### config.mk
export PLATFORM = sky130hd
export DESIGN_NAME = tt_sel_seq
export DESIGN_NICKNAME = d
export VERILOG_FILES = /design/src/rtl/tt_sel_seq.sv
export SDC_FILE = /design/constraint.sdc
export NUM_CORES = 1
export LEC_CHECK = 0
export ABC_AREA = 0
export CORE_MARGIN = 2
export CORE_UTILIZATION = 60
export CTS_CLUSTER_SIZE = 24
export DETAILED_ROUTE_END_ITERATION = 8
export PLACE_DENSITY = 0.94
export SETUP_SLACK_MARGIN = 0.2
export SLEW_MARGIN = 20
export SYNTH_ARGS = -nofsm -noshare
export SYNTH_HDL_FRONTEND = slang
export SYNTH_SLANG_ARGS = --single-unit
export TNS_END_PERCENT = 30
### constraint.sdc
create_clock -name clk -period 6.7 [get_ports clk]
set_clock_uncertainty 0.2 [all_clocks]
set_input_delay 1.34 -clock clk [delete_from_list [all_inputs] [get_ports clk]]
set_output_delay 1.34 -clock clk [all_outputs]
set_load 0.01 [all_outputs]
### src/rtl/tt_sel_seq.sv
// Drives the tt_ctrl select pads (disable, selector reset, inc pulses, settle, enable) to route the spine to a requested design.
// Define TT_SEL_SEQ_INCR_EN to step forward from the current selection without a selector reset when possible.
module tt_sel_seq #(
  parameter int ADDR_W   = 10,
  parameter int MAX_ADDR = 1023,
  parameter int PULSE_W  = 2,
  parameter int SETTLE   = 4
) (
  input  logic              clk,
  input  logic              rst_n,
  input  logic              req_valid,
  output logic              req_ready,
  input  logic [ADDR_W-1:0] req_addr,
  input  logic              req_ena,
  input  logic              abort,
  output logic              done,
  output logic              err,
  output logic              busy,
  output logic [ADDR_W-1:0] cur_addr,
  output logic              cur_valid,
  output logic              ctrl_sel_rst_n,
  output logic              ctrl_sel_inc,
  output logic              ctrl_ena
);

  typedef enum logic [2:0] {
    S_IDLE, S_DIS, S_RST, S_INC_HI, S_INC_LO, S_SET, S_ENA
  } state_t;

  localparam logic [ADDR_W:0] MAX_A = (ADDR_W+1)'(MAX_ADDR);
  localparam logic [15:0]     T_SET = 16'(SETTLE - 1);
  localparam logic [15:0]     T_PW  = 16'(PULSE_W - 1);

  state_t            state_q, state_d;
  logic [15:0]       tmr_q, tmr_d;
  logic [ADDR_W-1:0] cnt_q, cnt_d;
  logic [ADDR_W-1:0] tgt_q;
  logic              ena_q, skip_q;
  logic              accept, rej_now, skip_now, abort_hit, sel_ok, pad_quiet;
  logic [ADDR_W-1:0] n_now;
  logic [ADDR_W:0]   max_diff;

  assign accept   = req_valid & req_ready;
  assign busy     = ~req_ready;
  // Borrow out of MAX_ADDR - addr flags an out-of-range address.
  assign max_diff = MAX_A - {1'b0, req_addr};
  assign rej_now  = max_diff[ADDR_W];

`ifdef TT_SEL_SEQ_INCR_EN
  assign skip_now = cur_valid & (req_addr >= cur_addr);
  assign n_now    = skip_now ? (req_addr - cur_addr) : req_addr;
`else
  assign skip_now = 1'b0;
  assign n_now    = req_addr;
`endif

  assign abort_hit = abort & (state_q != S_IDLE);

  always_comb begin
    state_d = state_q;
    tmr_d   = tmr_q - 16'd1;
    cnt_d   = cnt_q;
    case (state_q)
      S_IDLE: begin
        tmr_d = tmr_q;
        if (accept) begin
          cnt_d = n_now;
          if (rej_now) begin
            state_d = S_ENA;
          end else begin
            state_d = S_DIS;
            tmr_d   = T_SET;
          end
        end
      end
      S_DIS: if (tmr_q == '0) begin
        if (!skip_q)           begin state_d = S_RST;    tmr_d = T_PW;  end
        else if (cnt_q == '0)  begin state_d = S_SET;    tmr_d = T_SET; end
        else                   begin state_d = S_INC_HI; tmr_d = T_PW;  end
      end
      S_RST: if (tmr_q == '0) begin
        if (cnt_q == '0) begin state_d = S_SET;    tmr_d = T_SET; end
        else             begin state_d = S_INC_HI; tmr_d = T_PW;  end
      end
      S_INC_HI: if (tmr_q == '0) begin
        state_d = S_INC_LO;
        tmr_d   = T_PW;
      end
      S_INC_LO: if (tmr_q == '0) begin
        cnt_d = cnt_q - ADDR_W'(1);
        if (cnt_q == ADDR_W'(1)) begin state_d = S_SET;    tmr_d = T_SET; end
        else                     begin state_d = S_INC_HI; tmr_d = T_PW;  end
      end
      S_SET: if (tmr_q == '0) state_d = S_ENA;
      S_ENA:   state_d = S_IDLE;
      default: state_d = S_IDLE;
    endcase
    if (abort_hit) state_d = S_IDLE;
  end

  // ENA reached from SET is a real selection; ENA straight from IDLE is a reject.
  assign sel_ok    = (state_d == S_ENA) && (state_q == S_SET);
  assign pad_quiet = (state_d == S_DIS) || (state_d == S_RST) || (state_d == S_INC_HI) ||
                     (state_d == S_INC_LO) || (state_d == S_SET);

  always_ff @(posedge clk or negedge rst_n) begin
    if (!rst_n) begin
      state_q        <= S_IDLE;
      tmr_q          <= '0;
      cnt_q          <= '0;
      tgt_q          <= '0;
      ena_q          <= 1'b0;
      skip_q         <= 1'b0;
      req_ready      <= 1'b0;
      done           <= 1'b0;
      err            <= 1'b0;
      cur_addr       <= '0;
      cur_valid      <= 1'b0;
      ctrl_sel_rst_n <= 1'b0;
      ctrl_sel_inc   <= 1'b0;
      ctrl_ena       <= 1'b0;
    end else begin
      state_q <= state_d;
      tmr_q   <= tmr_d;
      cnt_q   <= cnt_d;
      if (accept) begin
        tgt_q  <= req_addr;
        ena_q  <= req_ena;
        skip_q <= skip_now;
      end
      // Pads and status are registered from the next state so they line up with it.
      req_ready      <= (state_d == S_IDLE);
      done           <= (state_d == S_ENA);
      err            <= (state_d == S_ENA) && (state_q == S_IDLE);
      ctrl_sel_rst_n <= (state_d != S_RST);
      ctrl_sel_inc   <= (state_d == S_INC_HI);
      if (pad_quiet || abort_hit) ctrl_ena <= 1'b0;
      else if (sel_ok)            ctrl_ena <= ena_q;
      if (sel_ok) begin
        cur_addr  <= tgt_q;
        cur_valid <= 1'b1;
      end else if (abort_hit) begin
        cur_valid <= 1'b0;
      end
    end
  end

endmodule

**Yosys cells after proc, flatten, opt, wreduce, memory -nomap -nowiden**

Index checks and enable logic that the tools add are counted.

- Reductions and logical operators: 18
- Bitwise logic cells: 3
- Multiplexer cells: 26
- Add/subtract/negate cells: 3
- Equal/unequal tests: 16

Operators by type and width:

| cell | number |
|---|---|
| 16-bit two-way mux | 5 |
| 16-bit one-hot mux with 4 select lines | 1 |
| 3-bit two-way mux | 10 |
| 10-bit two-way mux | 2 |
| 10-bit one-hot mux with 2 select lines | 1 |
| 3-bit one-hot mux with 6 select lines | 1 |
| 16-bit logical NOT | 1 |
| 16-bit by 1-bit subtractor with 16-bit output (second input constant) | 1 |
| 3-bit equality test (second input constant) | 5 |
| 3-bit by 2-bit equality test with 1-bit output (second input constant) | 4 |
| 10-bit by 10-bit subtractor with 11-bit output (first input constant) | 1 |
| 10-bit by 1-bit equality test with 1-bit output (second input constant) | 1 |
| 10-bit logical NOT | 1 |
| 10-bit by 1-bit subtractor with 10-bit output (second input constant) | 1 |
| 3-bit by 1-bit equality test with 1-bit output (second input constant) | 2 |
| 3-bit logical NOT | 2 |
| 2-bit != test (second input constant) | 3 |
| 2-bit nonzero test | 3 |
| 1-bit logical OR | 5 |
| 1-bit two-way mux | 4 |
| 2-bit two-way mux | 2 |
| 3-bit by 2-bit != test with 1-bit output (second input constant) | 1 |
| 3-bit AND reduction | 1 |
| 3-bit nonzero test | 1 |
| other kinds (5) | 7 |

- Logic and storage cells: 79
- Register bits after elaboration: 57
- Output and inout bits: 18
- Input port bits: 15

**Depth between registers and ports, before layout**

Gate-level depths: netlist of run 1.

- Word-level depth: 12
- Depth in mapped cells: 9
- Mapped depth without buffers: 7

**Worst setup path after synthesis of run 1**

OpenSTA, ideal clock, no wires.

- Path kind: reg2reg
- From: reg tmr_q[0]
- To: reg cur_addr[3]
- Path buffers: 2
- Setup slack: 3.707 ns
- Stages on the path, launching flop included: 10
- Setup time: 0.125 ns
- Data required time: 6.375 ns
- Arrival: 2.668 ns
- Cell sequence: dfrtp_1 > inv_1 > ha_1 > or3b_2 > or4_1 > buf_2 > a21o_1 > o221ai_2 > buf_6 > mux2_4

- Cells in the longest elaborated chain, start to end: 6
- Elaborated cells between the ends (all ways): 10
- Classes of those cells: eq/ne: 1; mux: 7; reduce/logical: 2

Ends and longest elaborated chain:

| what | line | text |
|---|---|---|
| start: declaration | 35 | `logic [15:0] tmr_q, tmr_d;` |
| start signal: assignment | 124 | `tmr_q <= tmr_d;` |
| 16-bit logical NOT * | -- |  |
| 3-bit two-way mux, on equally long branches | -- |  |
| 3-bit one-hot mux with 6 select lines * | 63 | `case (state_q)` |
| 3-bit two-way mux * | 98 | `if (abort_hit) state_d = S_IDLE;` |
| 3-bit equality test * | 102 | `assign sel_ok = (state_d == S_ENA) && (state_q == S_SET);` |
| 1-bit logical AND * | 102 |  |
| end signal: assignment | 140 | `cur_addr <= tgt_q;` |
| end: declaration | 19 | `output logic [ADDR_W-1:0] cur_addr,` |

Mark *: on every way between the ends. The rest lies on a longest branch, timed or not.
A chain may end at the register's enable or synchronous reset.

**Worst setup path after layout of run 1**

- From: in req_valid
- To: reg cnt_q[1]

- Cells in the longest elaborated chain, start to end: 3

Ends and longest elaborated chain:

| what | line | text |
|---|---|---|
| start: declaration | 11 | `input logic req_valid,` |
| 1-bit bitwise AND | 43 | `assign accept = req_valid & req_ready;` |
| 2-bit != test (no source line) | -- |  |
| 3-bit AND reduction (no source line) | -- |  |
| end signal: assignment | 125 | `cnt_q <= cnt_d;` |
| end: declaration | 36 | `logic [ADDR_W-1:0] cnt_q, cnt_d;` |

Every way passes these cells.

==> results of run 1 <==
Yosys cell counts (2+ instances only):
cell type  count  share of area
mux2_4         7          0.036
and2_1         2         0.0043
nor4_1         7          0.015
a21oi_1       12          0.021
a31oi_1        4         0.0086
dfrtp_1       57           0.49
o21a_1         2         0.0052
a21o_1         3         0.0078
a2111o_1       2         0.0078
or4_1          6          0.016
nor2_1        27          0.035
nor3b_1        2         0.0052
xnor2_1        8          0.024
xor2_1         3         0.0091
o211ai_1       3         0.0078
mux2_2        15          0.058
nand3_1        8          0.014
buf_2          3         0.0052
o31ai_1        5          0.013
o21ai_0        5         0.0086
clkbuf_1      12          0.016
a21boi_0       2         0.0052
inv_1          9          0.012
o22ai_1        2         0.0043
a22oi_1        2         0.0052
a221o_1        2         0.0069
nand2b_1       3         0.0065
or3_1          3         0.0065
nor3_1        12          0.021
nand2_1       17          0.022
ha_1           4          0.017
o2bb2ai_1      7          0.021
flip-flops by register name, indices dropped and copies added, names as in the netlist, 3 cells and up:
register and flops:
tmr_q 16, cnt_q 10, cur_addr 10, tgt_q 10, state_q 3
cells by family after synthesis:
family / share of synthesized area
simple gates: 0.176
compound gates: 0.146
flops: 0.492
buf+inv: 0.0363
mux: 0.0980
xor+xnor: 0.0332
fa+ha+maj: 0.0173
other cells: 0.00129
layer usage:
metal	track usage	vias up
met5	0	-
li1	-	1059
met4	0.109	0
met2	0.417	98
met1	0.350	1111
met3	0.0645	10
per-stage QoR:
stage                util  hold slack [ns]  total power (W)  setup slack, ns  cell area [µm²]
finish              0.736            0.286          0.00165             2.84             3450
global route        0.736            0.314          0.00176             2.67             3450
CTS                 0.736            0.297          0.00165             2.88             3450
detailed placement  0.687            0.281          0.00127             2.54             3230
global placement    0.687            0.259          0.00123             2.63             3230
floorplan               -            0.275          0.00108             3.71             2900
layout make-up:
class                           count  area (µm²)
Clock buffer                       11         151
Inverter                            9        33.8
Timing Repair Buffer               34         330
Clock inverter                      5        77.6
Fill cell                         319        1240
Tap cell                           54        67.6
Multi-Input combinational cell    193        1370
Sequential cell                    57        1430
worst reg2reg max path, cell delays in order (launching register included):
cell and delay (ns):
dfrtp_1 0.40, inv_1 0.10, ha_1 0.20, or3b_2 0.51
or4_1 0.71, mux2i_1 0.75, nand2_1 0.40, mux2_2 0.37
power by group through the flow:
stage	Sequential (W)	Clock (W)	Combinational, W
floorplan	0.000564	0	0.000520
global placement	0.000589	0	0.000644
detailed placement	0.000600	0	0.000667
CTS	0.000597	0.000372	0.000677
global route	0.000617	0.000388	0.000750
finish	0.000600	0.000369	0.000684
worst min-delay path by stage:
| stage | from | endpoint | slack (ns) | cells past startpoint |
|---|---|---|---|---|
| after floorplan | tgt_q[0]$_DFFE_PN0P_ | cur_addr[0]$_DFFE_PN0P_ | 0.27 | 1 |
| after global placement | cur_valid$_DFFE_PN0P_ | cur_valid$_DFFE_PN0P_ | 0.26 | 2 |
| after detailed placement | cur_valid$_DFFE_PN0P_ | cur_valid$_DFFE_PN0P_ | 0.28 | 2 |
| after CTS | cur_valid$_DFFE_PN0P_ | cur_valid$_DFFE_PN0P_ | 0.30 | 2 |
| after global routing | cur_valid$_DFFE_PN0P_ | cur_valid$_DFFE_PN0P_ | 0.31 | 2 |
| final | cur_valid$_DFFE_PN0P_ | cur_valid$_DFFE_PN0P_ | 0.29 | 2 |
placed cells by master, fill, tap and decap left out, types with 2 or more instances in the layout:
cell / n
inv_1: 9
ha_1: 4
o21ai_0: 5
clkbuf_8: 11
nor4_1: 7
a22oi_1: 2
nand2_1: 17
clkinv_2: 2
xnor2_1: 8
nand3_1: 8
a221o_1: 2
clkdlybuf4s50_1: 31
mux2_4: 7
nor3_1: 12
a2111o_1: 2
buf_4: 2
bufinv_16: 2
a21boi_0: 2
o31ai_1: 5
or4_1: 6
a21o_1: 3
mux2_2: 15
o2bb2ai_1: 7
o21a_1: 2
xor2_1: 3
nor2_1: 27
dfrtp_1: 57
or3_1: 3
nand2b_1: 3
o211ai_1: 3
and2_1: 2
o22ai_1: 2
a31oi_1: 4
nor3b_1: 2
a21oi_1: 12
==> results by group, run 1 <==
Die
  – Starting Density: 0.618
  – # rows: 25
  – Die Span Y: 73.5 µm
  – Die Width: 73.5 µm
  – I/O pin cnt: 33
  – Core Area: 4690 µm²
  – Total die area: 5400 µm²

Worst setup path
  – WP buf/inv: 1
  – Crit end category: flop
  – Worst endpoint required time: 6.73 ns
  – WS Path Type: input port to flop
  – Worst path slowest cell: mux2i_1
  – Worst r2r dst: cnt_q[1]$_DFFE_PN0P_
  – Cell family with most CP delay: multiplexers
  – CP endpoint: cnt_q[1]$_DFFE_PN0P_
  – Worst path most repeated cell: nand2_1
  – Worst setup path start: req_valid
  – Max incr delay on CP: 0.85 ns
  – Crit path cell chain: clkdlybuf4s50_1, nand2_1, mux2i_1, nand2_1, mux2_2
  – Critical Path Source Type: input port
  – Setup slack, reg-to-reg: 2.95 ns
  – Worst flop-to-flop path startpoint: tmr_q[0]$_DFFE_PN0P_
  – Worst Path Arrival: 3.89 ns
  – Crit path depth: 5
  – Reg2Reg Depth: 7
  – CP Max Fanout: 17

Detailed routing
  – DRT antenna net count: 0
  – Vias after detailed routing: 2278
  – First-iteration detailed-routing DRC count: 171
  – Metal-1 WL: 2.69 mm
  – Final WL: 6.31 mm
  – WL met2: 3.06 mm
  – Vias/cell: 6.28
  – WL met3: 440 µm
  – Residual DRC count: 0
  – First drt pass iteration count: 4
  – DR WL/cell: 17.4 µm
  – Top routing layer used: met4

Synth
  – Seq/Total Area, Yosys: 0.492
  – Mapped Area: 2900 µm²
  – Most common flop cell mapped by yosys: dfrtp_1
  – Post-synthesis cell count: 275
  – Fraction of registers with async set/reset: 1.00
  – FF+latch count, synth: 57
  – Syn nets: 294
  – Synthesis warning total: 0
  – Syn Area/Cell: 10.5 µm²
  – Post-synth cell types: 51
  – EDFF count, synth: 0

Global routing
  – Largest net degree at the start of global routing: 58
  – First-pass GRT wire length: 10.6 mm
  – Grt ovf: 0
  – Initial antenna violation count: 0
  – Vias in the first global route: 2190
  – Total track usage: 0.264

Finish
  – Synthesis-to-layout area growth: 19.2%
  – Layout cells sized above 1: 0.152
  – Fin cells: 363
  – Total Nets Final: 323
  – Antenna fix cells: 0

Power and ir drop
  – Net load switching power: 0.000644 W
  – PD cells: 478 nW/µm²
  – Leak: 1.54 nW
  – Cell Int Power: 0.00101 W
  – Clock Power Share: 0.223
  – Seq pwr share: 0.363
  – Switching part of the total: 0.390
  – Power share of the combinational group: 0.414
  – Worst VDD drop: 0.331 mV

Placement
  – IO buf count: 32
  – Dpl hpwl: 4.07 mm
  – DP Cell Count: 347
  – Routability cong.: 0.875

Timing
  – Max_slew headroom: 0.331
  – Final hold violations: 0
  – Period utilization: 0.576
  – F_max: 0.259 GHz
  – Max Transition Viols Final: 0
  – Final setup TNS: 0 ns
  – Final min period: 3.86 ns
  – Unrepaired setup endpoints after global routing: false
  – Final setup fails: 0
  – Worst slew pin tran: 1.00 ns

CTS
  – Root Buffer Master: clkbuf_8
  – Hold buffer count at cts: 0
  – Num CTS Buffers: 9
  – # clock sinks: 57
  – Setup repair bufs after CTS: 0
  – CTS tree: yes
  – Clk Latency, worst-skew pair: 0.35 ns
  – Clock slew at reported path FFs: 0.06 ns
  – CTS max path bufs: 2
  – Post_cts resized: 0
  – Htree depth: 3

Run
  – MaxCap Viol Count: 0

Run status
  – Status: finished, final reports clean

Hold path
  – Hold Crit Class: flop to flop
No activity file was read; power rests on OpenSTA's default activity.
==> inputs of run 2 (changes only) <==
CORE_UTILIZATION = 56   (was 60)
PLACE_DENSITY = 0.9   (was 0.94)
clock period = 3.59 ns   (was 6.7 ns; I/O delays follow)
==> results by group, run 2 (synthesized netlist as in run 1, its figures left out) <==
Timing
  – Final min period: 3.22 ns
  – Min Hold Slack: 0.294 ns (+0.00791 ns)
  – Final setup TNS: 0 ns (unchanged)
  – Worst slew pin tran: 0.917 ns (-0.0863 ns)
  – Max_slew headroom: 0.389 (+0.0575)
  – Unrepaired setup endpoints after global routing: false
  – Period utilization: 0.896
  – F_max: 0.311 GHz
  – Max Transition Viols Final: 0 (unchanged)
  – Final setup fails: 0 (unchanged)
  – Final hold violations: 0 (unchanged)

Detailed routing
  – Final WL: 6.17 mm (-2.2%)
  – DRT antenna net count: 0 (unchanged)
  – DR WL/cell: 16.0 µm (-7.8%)
  – First-iteration detailed-routing DRC count: 223 (+30%)
  – Residual DRC count: 0 (unchanged)
  – First drt pass iteration count: 4 (unchanged)
  – Vias after detailed routing: 2256 (-0.97%)
  – Vias/cell: 5.86 (-6.6%)

Finish
  – Layout cells sized above 1: 0.162 (+0.00980)
  – Fin area: 3510 µm² (+1.6%)
  – Synthesis-to-layout area growth: 21.0%
  – Total Nets Final: 330 (+2.2%)
  – Antenna fix cells: 0 (unchanged)
  – Most frequent cells in the layout: 57 x dfrtp_1, 31 x clkdlybuf4s50_1, 27 x nor2_1, 17 x nand2_1, 15 x mux2_2
  – Leading cell type in the layout, fill and taps excluded: dfrtp_1
  – FILL cells: 380 (+19%)
  – Most flop-heavy register: tmr_q
  – Fin cells: 385 (+6.1%)
  – Max reg flops: 16 (unchanged)

Die
  – Die Width: 76.0 µm (+3.3%)
  – Starting Density: 0.575 (-0.0429)
  – Die Span Y: 76.0 µm (+3.3%)
  – I/O pin cnt: 33 (unchanged)
  – # rows: 26 (+4.0%)
  – Core Area: 5040 µm² (+7.5%)
  – Total die area: 5770 µm² (+6.7%)

Global routing
  – Total track usage: 0.235 (-0.0287)
  – First-pass GRT wire length: 10.8 mm (+1.1%)
  – Grt ovf: 0 (unchanged)
  – Largest net degree at the start of global routing: 44 (-24%)
  – Vias in the first global route: 2271 (+3.7%)
  – Initial antenna violation count: 0 (unchanged)

Run
  – MaxCap Viol Count: 0 (unchanged)

CTS
  – Post_cts resized: 0 (unchanged)
  – Hold buffer count at cts: 0 (unchanged)
  – # clock sinks: 57 (unchanged)
  – Root Buffer Master: clkbuf_8
  – CTS max path bufs: 2 (unchanged)
  – Clk Latency, worst-skew pair: 0.34 ns (about the same)
  – Clock slew at reported path FFs: 0.07 ns (about the same)
  – Setup repair bufs after CTS: 0 (unchanged)
  – Htree depth: 3 (unchanged)
  – Num CTS Buffers: 9 (unchanged)
  – CTS tree: yes

Power and ir drop
  – Worst VDD drop: 0.447 mV (+35%)
  – Net load switching power: 0.00119 W (+85%)
  – Switching part of the total: 0.386 (-0.00412)
  – Total power draw: 0.00309 W (+87%)
  – Cell Int Power: 0.00190 W (+88%)
  – Clock Power Share: 0.209 (-0.014)
  – Power share of the combinational group: 0.429 (+0.015)
  – Seq pwr share: 0.362 (about the same)
  – Leak: 1.56 nW (+1.5%)
  – PD cells: 880 nW/µm² (+84%)

Worst setup path
  – Worst path slowest cell: or4_1
  – Critical Path Source Type: flop
  – WS Path Type: flop to flop
  – Reg2Reg Depth: 8 (+1)
  – Worst r2r dst: cur_addr[0]$_DFFE_PN0P_
  – Crit end category: flop
  – Setup slack, reg-to-reg: 0.37 ns (-2.58 ns)
  – Worst endpoint required time: 3.61 ns (-3.12 ns)
  – WP buf/inv: 2 (+1)
  – Worst Path Arrival: 3.24 ns (-0.65 ns)
  – Worst flop-to-flop path startpoint: tmr_q[0]$_DFFE_PN0P_
  – Max incr delay on CP: 0.68 ns (-0.17 ns)
  – CP Max Fanout: 13 (-4)
  – Crit path cell chain: inv_1, ha_1, or3b_2, or4_1, a21o_1, o221ai_2, buf_4, mux2_2
  – Cell family with most CP delay: simple AND/OR/NAND/NOR gates

Placement
  – Dpl hpwl: 4.23 mm (+3.9%)
  – Area after DPL: 3300 µm² (+2.2%)
  – DP Cell Count: 370 (+6.6%)
  – Routability cong.: 0.862 (-1.4%)
  – IO buf count: 32 (unchanged)

Run status
  – Status: finished, final reports clean

Hold path
  – Hold Path Origin: cur_valid$_DFFE_PN0P_
  – Hold worst-path end: cur_valid$_DFFE_PN0P_
  – Hold Path Cell Cnt: 2 (unchanged)
  – Hold Crit Class: flop to flop
==> run 2: changes by cell type in the layout (fill, tap and decap cells not counted), sizes merged <==
| cell | delta |
|---|---|
| clkinvlp | -1 |
| clkbuf | +1 |
| clkinv | -1 |
| buf | +7 |
==> run 2: worst max path at each step <==
stage | start | endpoint | slack (ns) | cells past startpoint
CTS | tmr_q[0]$_DFFE_PN0P_ | cur_addr[0]$_DFFE_PN0P_ | 0.38 | 8
floorplan | tmr_q[0]$_DFFE_PN0P_ | cur_addr[3]$_DFFE_PN0P_ | 0.60 | 9
finish | tmr_q[0]$_DFFE_PN0P_ | cur_addr[0]$_DFFE_PN0P_ | 0.37 | 8
global placement | tmr_q[0]$_DFFE_PN0P_ | cur_addr[1]$_DFFE_PN0P_ | 0.48 | 8
detailed placement | tmr_q[0]$_DFFE_PN0P_ | cur_addr[2]$_DFFE_PN0P_ | 0.39 | 8
global route | tmr_q[0]$_DFFE_PN0P_ | cur_addr[1]$_DFFE_PN0P_ | 0.22 | 8
==> run 2: through the flow <==
step,util,worst slack (ns)
2_1_floorplan,-,0.597
3_3_place_gp,0.654,0.480
3_5_place_dp,0.654,0.392
4_1_cts,0.696,0.377
5_1_grt,0.696,0.224
6_report,0.696,0.372
==> run 2: power by group through the flow <==
stage	Clock, W	Combinational, W	Sequential, W
2_1_floorplan	0	0.000971	0.00105
3_3_place_gp	0	0.00125	0.00110
3_5_place_dp	0	0.00130	0.00112
4_1_cts	0.000654	0.00132	0.00111
5_1_grt	0.000685	0.00147	0.00116
6_report	0.000645	0.00132	0.00112
==> run 2: cell type report <==
type,instances,area [µm²],area share
inverters,9,33.8,0.00963
multi-input cells,193,1370,0.390
clock buffers,12,145,0.0414
repair buffers,41,383,0.109
well taps,70,87.6,0.0250
clock inverters,3,65.1,0.0185
flip-flops and latches,57,1430,0.407
==> run 2: worst min-delay path, stage by stage, from the launching register on <==
cell     delay [ns]
dfrtp_1        0.35
nand2_1        0.06
nand2_1        0.06
==> run 2: metal layers <==
| layer | GRT usage | part of all wire |
|---|---|---|
| met2 | 0.373 | 0.48 |
| met5 | 0 | 0 |
| met1 | 0.309 | 0.43 |
| met3 | 0.0500 | 0.063 |
| met4 | 0.116 | 0.023 |
